===== src/rtl/traffic_pkg.sv =====
// ---------------------------------------------------------------------------
// traffic_pkg
// Shared types and helpers for the N-way intersection controller.
//   tl_state_t : per-intersection phase (green, yellow, all-red clearance)
//   idx_w(n)   : width of an index that addresses n approaches (min 1 bit)
// ---------------------------------------------------------------------------
package traffic_pkg;

    typedef enum logic [1:0] {
        S_GREEN  = 2'd0,
        S_YELLOW = 2'd1,
        S_ALLRED = 2'd2
    } tl_state_t;

    function automatic int idx_w(input int n);
        return (n > 1) ? $clog2(n) : 1;
    endfunction

endpackage


===== src/rtl/traffic_ctrl_nway_rr_next.sv =====
// ---------------------------------------------------------------------------
// rr_next
// Combinational round-robin finder. Scans req starting at index 'start' and
// walks upward with wrap-around; reports the first set bit.
//   req   : request vector, one bit per approach
//   start : first index examined
//   found : at least one request bit is set
//   idx   : index of the first set request (equals start when none found)
// ---------------------------------------------------------------------------
module rr_next
    import traffic_pkg::*;
#(
    parameter int N = 4,
    parameter int W = idx_w(N)
) (
    input  logic [N-1:0] req,
    input  logic [W-1:0] start,
    output logic         found,
    output logic [W-1:0] idx
);

    logic [W-1:0] cand;

    // The first hit wins; later candidates are ignored once found is set.
    always_comb begin
        found = 1'b0;
        idx   = start;
        cand  = start;
        for (int i = 0; i < N; i++) begin
            cand = W'((int'(start) + i) % N);
            if (!found && req[cand]) begin
                found = 1'b1;
                idx   = cand;
            end
        end
    end

endmodule


===== src/rtl/traffic_ctrl_nway.sv =====
// ---------------------------------------------------------------------------
// traffic_ctrl_nway
// Round-robin N-way intersection signal controller with latched sensor
// requests, demand-actuated green (min/max), fixed yellow and all-red.
//   clk     : system clock
//   reset_n : asynchronous active-low reset
//   sense   : vehicle present per approach (already synchronous to clk)
//   green   : green lamp per approach (registered)
//   yellow  : yellow lamp per approach (registered)
//   red     : red lamp per approach (registered)
//   active  : index of the approach currently served (registered)
// ---------------------------------------------------------------------------
module traffic_ctrl_nway
    import traffic_pkg::*;
#(
    parameter int N_WAYS    = 4,
    parameter int GREEN_MIN = 4,
    parameter int GREEN_MAX = 10,
    parameter int YELLOW_T  = 2,
    parameter int ALLRED_T  = 1
) (
    input  logic                      clk,
    input  logic                      reset_n,
    input  logic [N_WAYS-1:0]         sense,
    output logic [N_WAYS-1:0]         green,
    output logic [N_WAYS-1:0]         yellow,
    output logic [N_WAYS-1:0]         red,
    output logic [$clog2(N_WAYS)-1:0] active
);

    localparam int AW = idx_w(N_WAYS);

    // Timer must hold the largest terminal count of any phase.
    localparam int TMR_MAX_A = (GREEN_MAX > YELLOW_T) ? GREEN_MAX - 1 : YELLOW_T - 1;
    localparam int TMR_MAX   = (TMR_MAX_A > ALLRED_T - 1) ? TMR_MAX_A : ALLRED_T - 1;
    localparam int TMR_W     = $clog2(TMR_MAX + 2);

    localparam logic [TMR_W-1:0] G_MIN_L = TMR_W'(GREEN_MIN - 1);
    localparam logic [TMR_W-1:0] G_MAX_L = TMR_W'(GREEN_MAX - 1);
    localparam logic [TMR_W-1:0] Y_L     = TMR_W'(YELLOW_T - 1);
    localparam logic [TMR_W-1:0] A_L     = TMR_W'(ALLRED_T - 1);
    localparam logic [TMR_W-1:0] TMR_ONE = TMR_W'(1);

    localparam logic [N_WAYS-1:0] ONE_HOT0 = N_WAYS'(1);

    tl_state_t           state, state_n;
    logic [TMR_W-1:0]    tmr, tmr_n;
    logic [AW-1:0]       active_n;
    logic [N_WAYS-1:0]   req, req_n;
    logic [N_WAYS-1:0]   green_n, yellow_n, red_n;

    logic [N_WAYS-1:0]   act_mask;
    logic [N_WAYS-1:0]   next_mask;
    logic                other;
    logic                enter_green;
    logic [AW-1:0]       rr_start;
    logic                rr_found;
    logic [AW-1:0]       rr_idx;

    assign act_mask = ONE_HOT0 << active;
    assign other    = |(req & ~act_mask);
    assign rr_start = AW'((int'(active) + 1) % N_WAYS);

    rr_next #(
        .N (N_WAYS),
        .W (AW)
    ) u_rr_next (
        .req   (req),
        .start (rr_start),
        .found (rr_found),
        .idx   (rr_idx)
    );

    // Phase sequencing. Green holds for at least GREEN_MIN cycles, then yields
    // to competing demand when its own sensor is clear or the max is hit.
    // Without competing demand green rests and the timer parks at the max.
    always_comb begin
        state_n     = state;
        tmr_n       = tmr;
        active_n    = active;
        enter_green = 1'b0;
        case (state)
            S_GREEN: begin
                if (tmr < G_MIN_L) begin
                    tmr_n = tmr + TMR_ONE;
                end else if (other && (!sense[active] || tmr == G_MAX_L)) begin
                    state_n = S_YELLOW;
                    tmr_n   = '0;
                end else if (tmr != G_MAX_L) begin
                    tmr_n = tmr + TMR_ONE;
                end
            end
            S_YELLOW: begin
                if (tmr == Y_L) begin
                    state_n = S_ALLRED;
                    tmr_n   = '0;
                end else begin
                    tmr_n = tmr + TMR_ONE;
                end
            end
            S_ALLRED: begin
                if (tmr == A_L) begin
                    state_n     = S_GREEN;
                    tmr_n       = '0;
                    enter_green = 1'b1;
                    if (rr_found) begin
                        active_n = rr_idx;
                    end
                end else begin
                    tmr_n = tmr + TMR_ONE;
                end
            end
            default: begin
                state_n = S_GREEN;
                tmr_n   = '0;
            end
        endcase
    end

    // Request latches: a sensor only registers demand while its approach is
    // not showing green. The clear on green entry overrides a same-cycle set.
    // Lamps are decoded from the next state so they change on the same edge
    // that commits the phase change.
    always_comb begin
        next_mask = ONE_HOT0 << active_n;
        req_n     = (req | (sense & ~((state == S_GREEN) ? act_mask : '0)))
                    & ~(enter_green ? next_mask : '0);
        green_n   = (state_n == S_GREEN)  ? next_mask : '0;
        yellow_n  = (state_n == S_YELLOW) ? next_mask : '0;
        red_n     = ~(green_n | yellow_n);
    end

    always_ff @(posedge clk or negedge reset_n) begin
        if (!reset_n) begin
            state  <= S_GREEN;
            tmr    <= '0;
            active <= '0;
            req    <= '0;
            green  <= ONE_HOT0;
            yellow <= '0;
            red    <= ~ONE_HOT0;
        end else begin
            state  <= state_n;
            tmr    <= tmr_n;
            active <= active_n;
            req    <= req_n;
            green  <= green_n;
            yellow <= yellow_n;
            red    <= red_n;
        end
    end

endmodule


===== config.mk =====
export PLATFORM = sky130hd
export DESIGN_NAME = traffic_ctrl_nway
export DESIGN_NICKNAME = d
export VERILOG_FILES = /design/src/rtl/traffic_pkg.sv /design/src/rtl/traffic_ctrl_nway_rr_next.sv /design/src/rtl/traffic_ctrl_nway.sv
export SDC_FILE = /design/constraint.sdc
export NUM_CORES = 1
export LEC_CHECK = 0
export CAP_MARGIN = 15
export CORE_UTILIZATION = 42
export CTS_BUF_LIST = sky130_fd_sc_hd__clkbuf_16
export CTS_CLUSTER_SIZE = 16
export DETAILED_ROUTE_END_ITERATION = 6
export PLACE_DENSITY = 0.62
export SLEW_MARGIN = 20
export SYNTH_ARGS = -nofsm -noshare
export SYNTH_HDL_FRONTEND = slang
export SYNTH_HIERARCHICAL = 1
export SYNTH_SLANG_ARGS = --single-unit

===== constraint.sdc =====
create_clock -name clk -period 4.15 [get_ports clk]
set_input_delay 0.6225 -clock clk [delete_from_list [all_inputs] [get_ports clk]]
set_output_delay 0.6225 -clock clk [all_outputs]
set_load 0.01 [all_outputs]

==> flow_metrics.py, run 1 <==
metrics = {
    "run_status": {
        "outcome": "finished clean",
    },
    "final_layout": {
        "final_util_pct": 54.51,
        "syn_to_final_growth_pct": 22.69,
        "drive_gt1_share_pct": 11.46,
        "diodes": 0,
        "final_cell_area_um2": 1678,
        "multi_input_area_um2": 719.4,
        "nFillCells": 281,
        "register_area_um2": 605.6,
        "final_nets": 171,
    },
    "floorplan": {
        "die_area_um2": 3488,
        "die_w_um": 59.06,
        "coreArea_um2": 3078,
        "num_io_pins": 20,
        "rows": 20,
        "start_util_pct": 44.43,
        "chipHeight_um": 59.06,
    },
    "critical_path": {
        "path_buf_inv": 1,
        "crit_chain": "inv_1, ha_1, or3_1, nand4b_1, nand2_1, nand2b_1, nor4_1, o21ai_0, nor2b_1",
        "slowest_stage": "dfrtp_1",
        "r2r-start": "active[0]",
        "end_kind": "flip-flop",
        "path_delay_family": "simple AND/OR/NAND/NOR gates",
        "crit_fanout": 8,
        "cpPeakStageDelay_ps": 510,
        "startpoint": "active[0]",
        "cp.required_ps": 4340,
        "reg2regPathDepth": 9,
        "crit_path_start_kind": "flip-flop",
        "cp_num_cells": 9,
        "arrival_ps": 2670,
        "crit_type": "flip-flop to flip-flop",
    },
    "timing": {
        "max_freq_ghz": 0.4037,
        "period_needed_ps": 2477,
        "slew_violations": 0,
        "finalClockSkew_ps": 2.489,
        "rsz0062_at_grt": "no",
        "slew_headroom_pct": 64.19,
        "hold_violations": 0,
        "finalSetupTns_ps": 0,
        "final.period_utilization_pct": 59.69,
        "tightest_slew_ps": 536.0,
        "setup_viol": 0,
    },
    "detailed_routing": {
        "drt_pass1_iterations": 4,
        "dr_total_vias": 1067,
        "routed_via_density": 5.308,
        "drtIter0Drc": 71,
        "remaining_drc_errors": 0,
        "wirelength_mm": 2.638,
        "wl_per_cell_um": 13.12,
        "ant_nets": 0,
    },
    "power_and_ir_drop": {
        "power-per-cell-area_nw_per_um2": 771.3,
        "finalPower_w": 0.001294,
        "p_leak_nw": 0.7370,
        "peakVddDrop_v": 0.0003051,
    },
    "yosys": {
        "ys.warnings.count": 6,
        "dominantRegCellSynth": "dfrtp_1",
        "netlist_area_um2": 1368,
        "ys_seq_area_share_pct": 44.28,
        "ys_top_cells_by_area": "dfrtp_1 37%, dfstp_2 7.7%, ha_1 6.4%",
        "synth-edff-count": 0,
        "synthDistinctLibCells": 40,
        "async_reset_ff_share_pct": 100.0,
        "syn-num-nets": 149,
        "synth_seq_cells": 24,
        "syn_inst": 136,
        "synth_top_cell_area_share_pct": 36.60,
        "synth_area_leader_cell": "dfrtp_1",
        "syn_avg_cell_area_um2": 10.06,
    },
    "cts": {
        "cts_buffer_depth": 2,
        "cts_tree": "yes",
        "clkLatencyLatePin_ps": 260,
        "cts.sinks": 24,
        "cts_hold_buf": 0,
        "htree_num_levels": 1,
        "cts-root-buf": "clkbuf_16",
        "postCtsSetupBuffers": 0,
        "cts_buffers": 3,
        "path_clk_slew_ps": 60,
        "cts-resized-gates": 0,
    },
    "place": {
        "dp_hpwl_mm": 1.977,
        "place_area_um2": 1604,
        "port_buffers": 19,
        "gp_congestion": 0.8482,
    },
    "global_route": {
        "grt_first_pass_wirelength_mm": 4.367,
        "grt_overflow": 0,
        "grt_max_degree": 25,
        "grt_usage_pct": 16.98,
        "grt_pass1_vias": 967,
        "antenna_found_initial": 0,
    },
    "flow_run": {
        "drv_cap": 0,
    },
    "hold_path": {
        "hold_path.class": "input port to asynchronous set/reset pin",
    },
}
## cell usage after synthesis, types with 4 or more instances
master    instances
inv_1             9
nand2_1           9
dfrtp_1          20
nor2_1           12
o21ai_0           6
a21oi_1          10
dfstp_2           4
a311oi_1          4
nor2b_1           7
ha_1              7
nand2b_1          9
## final timing paths
path / slack [ps] / endpoint
max: 1670 / yellow[1]
min: 340 / yellow[3]
max reg2reg: 1670 / yellow[1]
min reg2reg: 600 / tmr[0]
max in group asynchronous: 3450 / green[0]
min in group clk: 600 / tmr[0]
## registers in the layout (all words and copies together) (netlist names)
register,flops
req,4
state,2
green,4
active,2
red,4
yellow,4
tmr,4
## layout by cell type, fill, tap and decap left out, types with 4 or more instances in the layout
| cell type | count |
|---|---|
| nand2b_1 | 9 |
| inv_1 | 9 |
| a311oi_1 | 4 |
| nor2b_1 | 7 |
| nand2_1 | 9 |
| dfstp_2 | 4 |
| o21ai_0 | 6 |
| clkdlybuf4s50_1 | 18 |
| ha_1 | 7 |
| dfrtp_1 | 20 |
| a21oi_1 | 10 |
| nor2_1 | 12 |
## cell families (layout without fill, tap and decap cells)
group | after synthesis | in the layout | share of synthesized area (%)
AND/OR/NAND/NOR | 57 | 57 | 23.97
AO/OA/AOI/OAI | 30 | 30 | 16.19
flip-flops | 24 | 24 | 44.28
buffers and inverters | 11 | 32 | 3.110
adder cells (fa/ha/maj) | 7 | 7 | 6.404
multiplexers | 5 | 5 | 4.757
XOR/XNOR | 2 | 2 | 1.281
## area by class of cell
cell class                 instances  area share [%]
sequential                        24           36.09
inverter                           9           2.013
timing repair buffer              19           11.04
tap                               44           3.281
clock buffer                       3           4.474
multi-input combinational        101           42.88
clock inverter                     1          0.2237
## metrics by stage
step                      hold WS, ps  setup WS (ps)  cells
after floorplan                 326.9           1939    136
after CTS                       603.2           1694    201
after global routing            390.2           1448    201
after global placement          588.5           1742    197
after detailed placement        594.5           1709    197
final                           339.7           1673    201
## routing by layer
layer	vias up	part of all wire [%]	global-route usage (%)
met4	0	2.3	8.844
li1	529	-	-
met2	40	47	27.27
met1	491	47	22.53
met3	7	3.6	1.965
met5	-	0	0
## report_power, final
part,leakage [nW],total (W),internal (W),switching [W]
sequential,0.286,0.000394,0.000325,0.0000694
clock,0.0385,0.000209,0.000129,0.0000800
combinational,0.412,0.000691,0.000319,0.000372
total,0.737,0.00129,0.000773,0.000521
Power figures use the tool's default switching activity.
==> run 2: changes to the inputs <==
==> constraint.sdc (replaced) <==
create_clock -name clk -period 2.4 [get_ports clk]
set_input_delay 0.36 -clock clk [delete_from_list [all_inputs] [get_ports clk]]
set_output_delay 0.36 -clock clk [all_outputs]
set_load 0.01 [all_outputs]
==> run 2 against run 1 <==
Die area stayed put. Hold slack better by 120 ps. Clock skew is 3.8 ps higher. Setup slack worse by 1500 ps. Sequential share of layout area is 1.3 points lower. Clock-buffer cell count stayed put. Final area is 3.7% higher. First-iteration DRC count is 54% lower. Critical path type unchanged. Critical endpoint unchanged. Largest power group unchanged. Highest routed layer unchanged.
==> flow_metrics.py, run 2 (synthesis gave the netlist of run 1 again) <==
metrics = {
    "cts": {
        "cts-resized-gates": 0,
        "postCtsSetupBuffers": 0,
        "cts-root-buf": "clkbuf_16",
        "cts_hold_buf": 0,
        "path_clk_slew_ps": 60,
        "cts_tree": "yes",
        "cts.sinks": 24,
        "cts_buffers": 3,
        "clkLatencyLatePin_ps": 260,
        "htree_num_levels": 1,
        "cts_buffer_depth": 2,
    },
    "final_layout": {
        "nFillCells": 264,
        "drive_gt1_share_pct": 13.66,
        "layout_commonest_cell": "dfrtp_1",
        "syn_to_final_growth_pct": 27.17,
        "fin_cells": 205,
        "diodes": 0,
        "mostFrequentLayoutCells": "20 x dfrtp_1, 19 x clkdlybuf4s50_1, 12 x nor2_1",
        "final_cell_area_um2": 1739,
        "multi_input_area_um2": 719.4,
        "register_area_um2": 605.6,
        "final_util_pct": 56.50,
        "final_nets": 175,
    },
    "timing": {
        "slew_headroom_pct": 62.75,
        "finalClockSkew_ps": 6.288,
        "hold_violations": 0,
        "tightest_slew_ps": 557.6,
        "max_freq_ghz": 0.4592,
        "slew_violations": 0,
        "rsz0062_at_grt": "no",
        "setup_viol": 0,
        "final.period_utilization_pct": 90.73,
        "finalSetupTns_ps": 0,
        "period_needed_ps": 2177,
    },
    "global_route": {
        "grt_overflow": 0,
        "antenna_found_initial": 0,
        "grt_first_pass_wirelength_mm": 4.560,
        "grt_max_degree": 25,
        "grt_usage_pct": 17.81,
        "grt_pass1_vias": 1005,
    },
    "place": {
        "place_area_um2": 1634,
        "gp_congestion": 0.8654,
        "port_buffers": 19,
        "place_inst": 201,
        "dp_hpwl_mm": 2.040,
    },
    "floorplan": {
        "start_util_pct": 44.43,
        "num_io_pins": 20,
        "coreArea_um2": 3078,
        "die_w_um": 59.06,
        "die_area_um2": 3488,
        "chipHeight_um": 59.06,
        "rows": 20,
    },
    "detailed_routing": {
        "dr_total_vias": 1101,
        "drt_pass1_iterations": 4,
        "ant_nets": 0,
        "wirelength_mm": 2.736,
        "remaining_drc_errors": 0,
        "wl_per_cell_um": 13.35,
        "routed_via_density": 5.371,
        "drtIter0Drc": 33,
    },
    "critical_path": {
        "startpoint": "active[1]",
        "cp.required_ps": 2590,
        "r2r_slack_ps": 220,
        "reg2regPathDepth": 9,
        "crit_chain": "inv_1, ha_1, or3_1, nand4b_1, nand2_1, nand2b_1, nor4_1, o21ai_0, nor2b_1",
        "crit_path_end": "yellow[1]",
        "arrival_ps": 2370,
        "crit_path_start_kind": "flip-flop",
        "crit_fanout": 6,
        "r2r_end": "yellow[1]",
        "r2r-start": "active[1]",
        "crit_type": "flip-flop to flip-flop",
        "cpPeakStageDelay_ps": 390,
        "end_kind": "flip-flop",
        "slowest_stage": "or3_1",
    },
    "power_and_ir_drop": {
        "finalPower_w": 0.002399,
        "peakVddDrop_v": 0.0004574,
        "p_leak_nw": 0.7690,
        "power-per-cell-area_nw_per_um2": 1380,
    },
    "hold_path": {
        "hold_path.class": "input port to asynchronous set/reset pin",
    },
    "flow_run": {
        "drv_cap": 0,
    },
    "run_status": {
        "outcome": "finished clean",
    },
}
-- run 2: changes by cell type in the layout (fill, tap and decap cells not counted) --
cell             before  now
clkdlybuf4s50_1      18   19
buf_2                 1    0
buf_4                 0    4
clkinv_1              1    0
bufinv_16             0    1
-- run 2: worst min-delay path by stage --
stage,startpoint,endpoint,slack (ps),depth (start not counted)
after floorplan,reset_n,active[0],60,0
after global placement,tmr[0],tmr[0],570,1
after detailed placement,tmr[0],tmr[0],590,1
after CTS,reset_n,green[2],470,2
after global routing,reset_n,red[0],490,2
final,reset_n,green[2],460,2
-- run 2: stage by stage --
stage / hold slack, ps / setup WS (ps)
after floorplan: 64.41 / 188.6
after global placement: 569.6 / 328.3
after detailed placement: 589.6 / 261.0
after CTS: 472.3 / 243.4
after global routing: 493.0 / 106.7
final: 458.7 / 222.5
-- run 2: power breakdown --
part / internal, W / total (W) / switching (W)
logic: 0.000585 / 0.00127 / 0.000688
clock network: 0.000332 / 0.000474 / 0.000142
registers: 0.000562 / 0.000653 / 0.0000911
total: 0.00148 / 0.00240 / 0.000921
-- run 2: worst max-delay path, delay by kind of cell (launching register included) --
family	cells	cell delay [ps]
AND/OR/NAND/NOR	6	1110
flip-flops	1	370
adder cells (fa/ha/maj)	1	300
AO/OA/AOI/OAI	1	210
buffers and inverters	1	110
-- run 2: cell type report --
type / count / share of cell area, %
clock buffer: 3 / 4.317
timing repair buffer: 23 / 12.66
multi-input combinational: 101 / 41.37
inverter: 9 / 1.942
tap: 44 / 3.165
sequential: 24 / 34.82
clock inverter: 1 / 1.727
-- run 2: routing by layer --
layer | share of wire, % | GRT usage, %
met3 | 4.0 | 1.965
met5 | 0 | 0
met4 | 1.8 | 8.163
met1 | 44 | 22.78
met2 | 50 | 30.19
==> run 3: changes to the inputs <==
--- a/config.mk
+++ b/config.mk
@@ -6,6 +6,7 @@
 export NUM_CORES = 1
 export LEC_CHECK = 0
 export CAP_MARGIN = 15
+export CORE_ASPECT_RATIO = 0.75
 export CORE_UTILIZATION = 42
 export CTS_BUF_LIST = sky130_fd_sc_hd__clkbuf_16
 export CTS_CLUSTER_SIZE = 16
==> run 3 against run 2 <==
Fmax is 1.0% lower. Highest routed layer unchanged. Non-clock buffer count grew 1. Routed wire length rose by 7.2%. Register-to-register slack got worse by 20 ps. Critical path depth unchanged. Sequential cell count unchanged. Clock skew shrank 5.1 ps.
==> flow_metrics.py, run 3 (synthesis gave the netlist of run 1 again) <==
metrics = {
    "critical_path": {
        "r2r_end": "yellow[1]",
        "r2r-start": "active[1]",
        "crit_path_start_kind": "flip-flop",
        "cp.required_ps": 2590,
        "r2r_slack_ps": 200,
        "arrival_ps": 2390,
        "crit_type": "flip-flop to flip-flop",
        "end_kind": "flip-flop",
        "crit_fanout": 6,
        "reg2regPathDepth": 9,
    },
    "detailed_routing": {
        "wl_met1_mm": 1.380,
        "wl_per_cell_um": 14.66,
        "dr_total_vias": 1128,
        "wirelength_mm": 2.932,
        "routed_via_density": 5.640,
        "wl_met3_um": 145,
        "routed.top_layer": "met4",
        "drtIter0Drc": 32,
        "drt_pass1_iterations": 4,
        "route.met2.wl_mm": 1.398,
        "ant_nets": 0,
        "remaining_drc_errors": 0,
    },
    "run_status": {
        "outcome": "finished clean",
    },
    "power_and_ir_drop": {
        "p_leak_nw": 0.7744,
        "power-per-cell-area_nw_per_um2": 1390,
        "peakVddDrop_v": 0.0005970,
    },
    "place": {
        "dp_worst_setup_slack_ps": 247.7,
        "port_buffers": 19,
        "gp_congestion": 0.8452,
        "dp_hpwl_mm": 2.169,
    },
    "timing": {
        "rsz0062_at_grt": "no",
        "hold_violations": 0,
        "fin_ws_ps": 200.3,
        "max_freq_ghz": 0.4546,
        "final.period_utilization_pct": 91.66,
        "finalSetupTns_ps": 0,
        "slew_violations": 0,
        "slew_headroom_pct": 65.23,
        "period_needed_ps": 2200,
        "setup_viol": 0,
        "tightest_slew_ps": 519.6,
        "finalClockSkew_ps": 1.229,
    },
    "cts": {
        "clkLatencyLatePin_ps": 250,
        "cts.sinks": 24,
        "postCtsSetupBuffers": 0,
        "htree_num_levels": 1,
        "path_clk_slew_ps": 60,
        "cts_buffers": 3,
        "cts_tree": "yes",
        "cts_buffer_depth": 2,
        "cts-root-buf": "clkbuf_16",
        "cts-resized-gates": 0,
        "cts_hold_buf": 0,
    },
    "floorplan": {
        "chipHeight_um": 51.42,
        "start_util_pct": 45.28,
        "die_area_um2": 3491,
        "coreArea_um2": 3020,
        "num_io_pins": 20,
        "die_w_um": 67.89,
        "rows": 17,
    },
    "hold_path": {
        "hold_path.class": "input port to asynchronous set/reset pin",
    },
    "final_layout": {
        "diodes": 0,
        "final_nets": 176,
        "layout_commonest_cell": "dfrtp_1",
        "mostFrequentLayoutCells": "20 x dfrtp_1, 19 x clkdlybuf4s50_1, 12 x nor2_1",
        "drive_gt1_share_pct": 14.20,
        "syn_to_final_growth_pct": 27.17,
    },
    "global_route": {
        "grt_overflow": 0,
        "grt_pass1_vias": 1110,
        "grt_max_degree": 25,
        "grt_first_pass_wirelength_mm": 5.002,
        "grt_usage_pct": 19.73,
        "antenna_found_initial": 0,
    },
    "flow_run": {
        "drv_cap": 0,
    },
}
run 3: final cells by class:
cell class,instances,area (um2)
clock inverter,1,30.03
clock buffer,3,75.07
inverter,9,33.78
fill,266,1281
timing repair buffer,24,227.7
tap,38,47.55
multi-input combinational,101,719.4
sequential,24,605.6
run 3: critical path: stages (launching register included):
cell and delay (ps):
dfrtp_1 380, inv_1 130, ha_1 300, or3_1 410, nand4b_1 120, nand2_1 140
nand2b_1 180, nor4_1 150, o21ai_0 180, nor2b_1 140
run 3: worst max-delay path by stage:
| stage | from | slack (ps) | to |
|---|---|---|---|
| 4_1_cts | active[1] | 230 | yellow[1] |
| 3_3_place_gp | sense[0] | 320 | yellow[3] |
| 5_1_grt | active[1] | 100 | yellow[1] |
| 2_1_floorplan | active[0] | 190 | yellow[1] |
| 6_report | active[1] | 200 | yellow[1] |
| 3_5_place_dp | active[1] | 250 | yellow[1] |
run 3: metrics by stage:
step | cells | hold slack [ps] | area, um2 | utilization, % | total power (W)
global route | 200 | 508.1 | 1739 | 57.58 | 0.002615
finish | 200 | 464.2 | 1739 | 57.58 | 0.002417
floorplan | 136 | 64.41 | 1368 | - | 0.001501
CTS | 200 | 471.1 | 1739 | 57.58 | 0.002426
global placement | 196 | 577.8 | 1634 | 54.10 | 0.001906
detailed placement | 196 | 616.2 | 1634 | 54.10 | 0.001936
run 3: power breakdown:
group / internal (W) / total (W) / switching [W] / leakage (nW)
registers: 0.000562 / 0.000661 / 0.0000990 / 0.286
clock network: 0.000331 / 0.000470 / 0.000138 / 0.0511
logic: 0.000593 / 0.00129 / 0.000693 / 0.437
total: 0.00149 / 0.00242 / 0.000930 / 0.774
run 3: routing by layer:
layer,vias to the layer above,global-route usage (%)
met5,-,0
met2,41,33.66
met4,0,4.167
li1,538,-
met1,547,25.17
met3,2,4.688
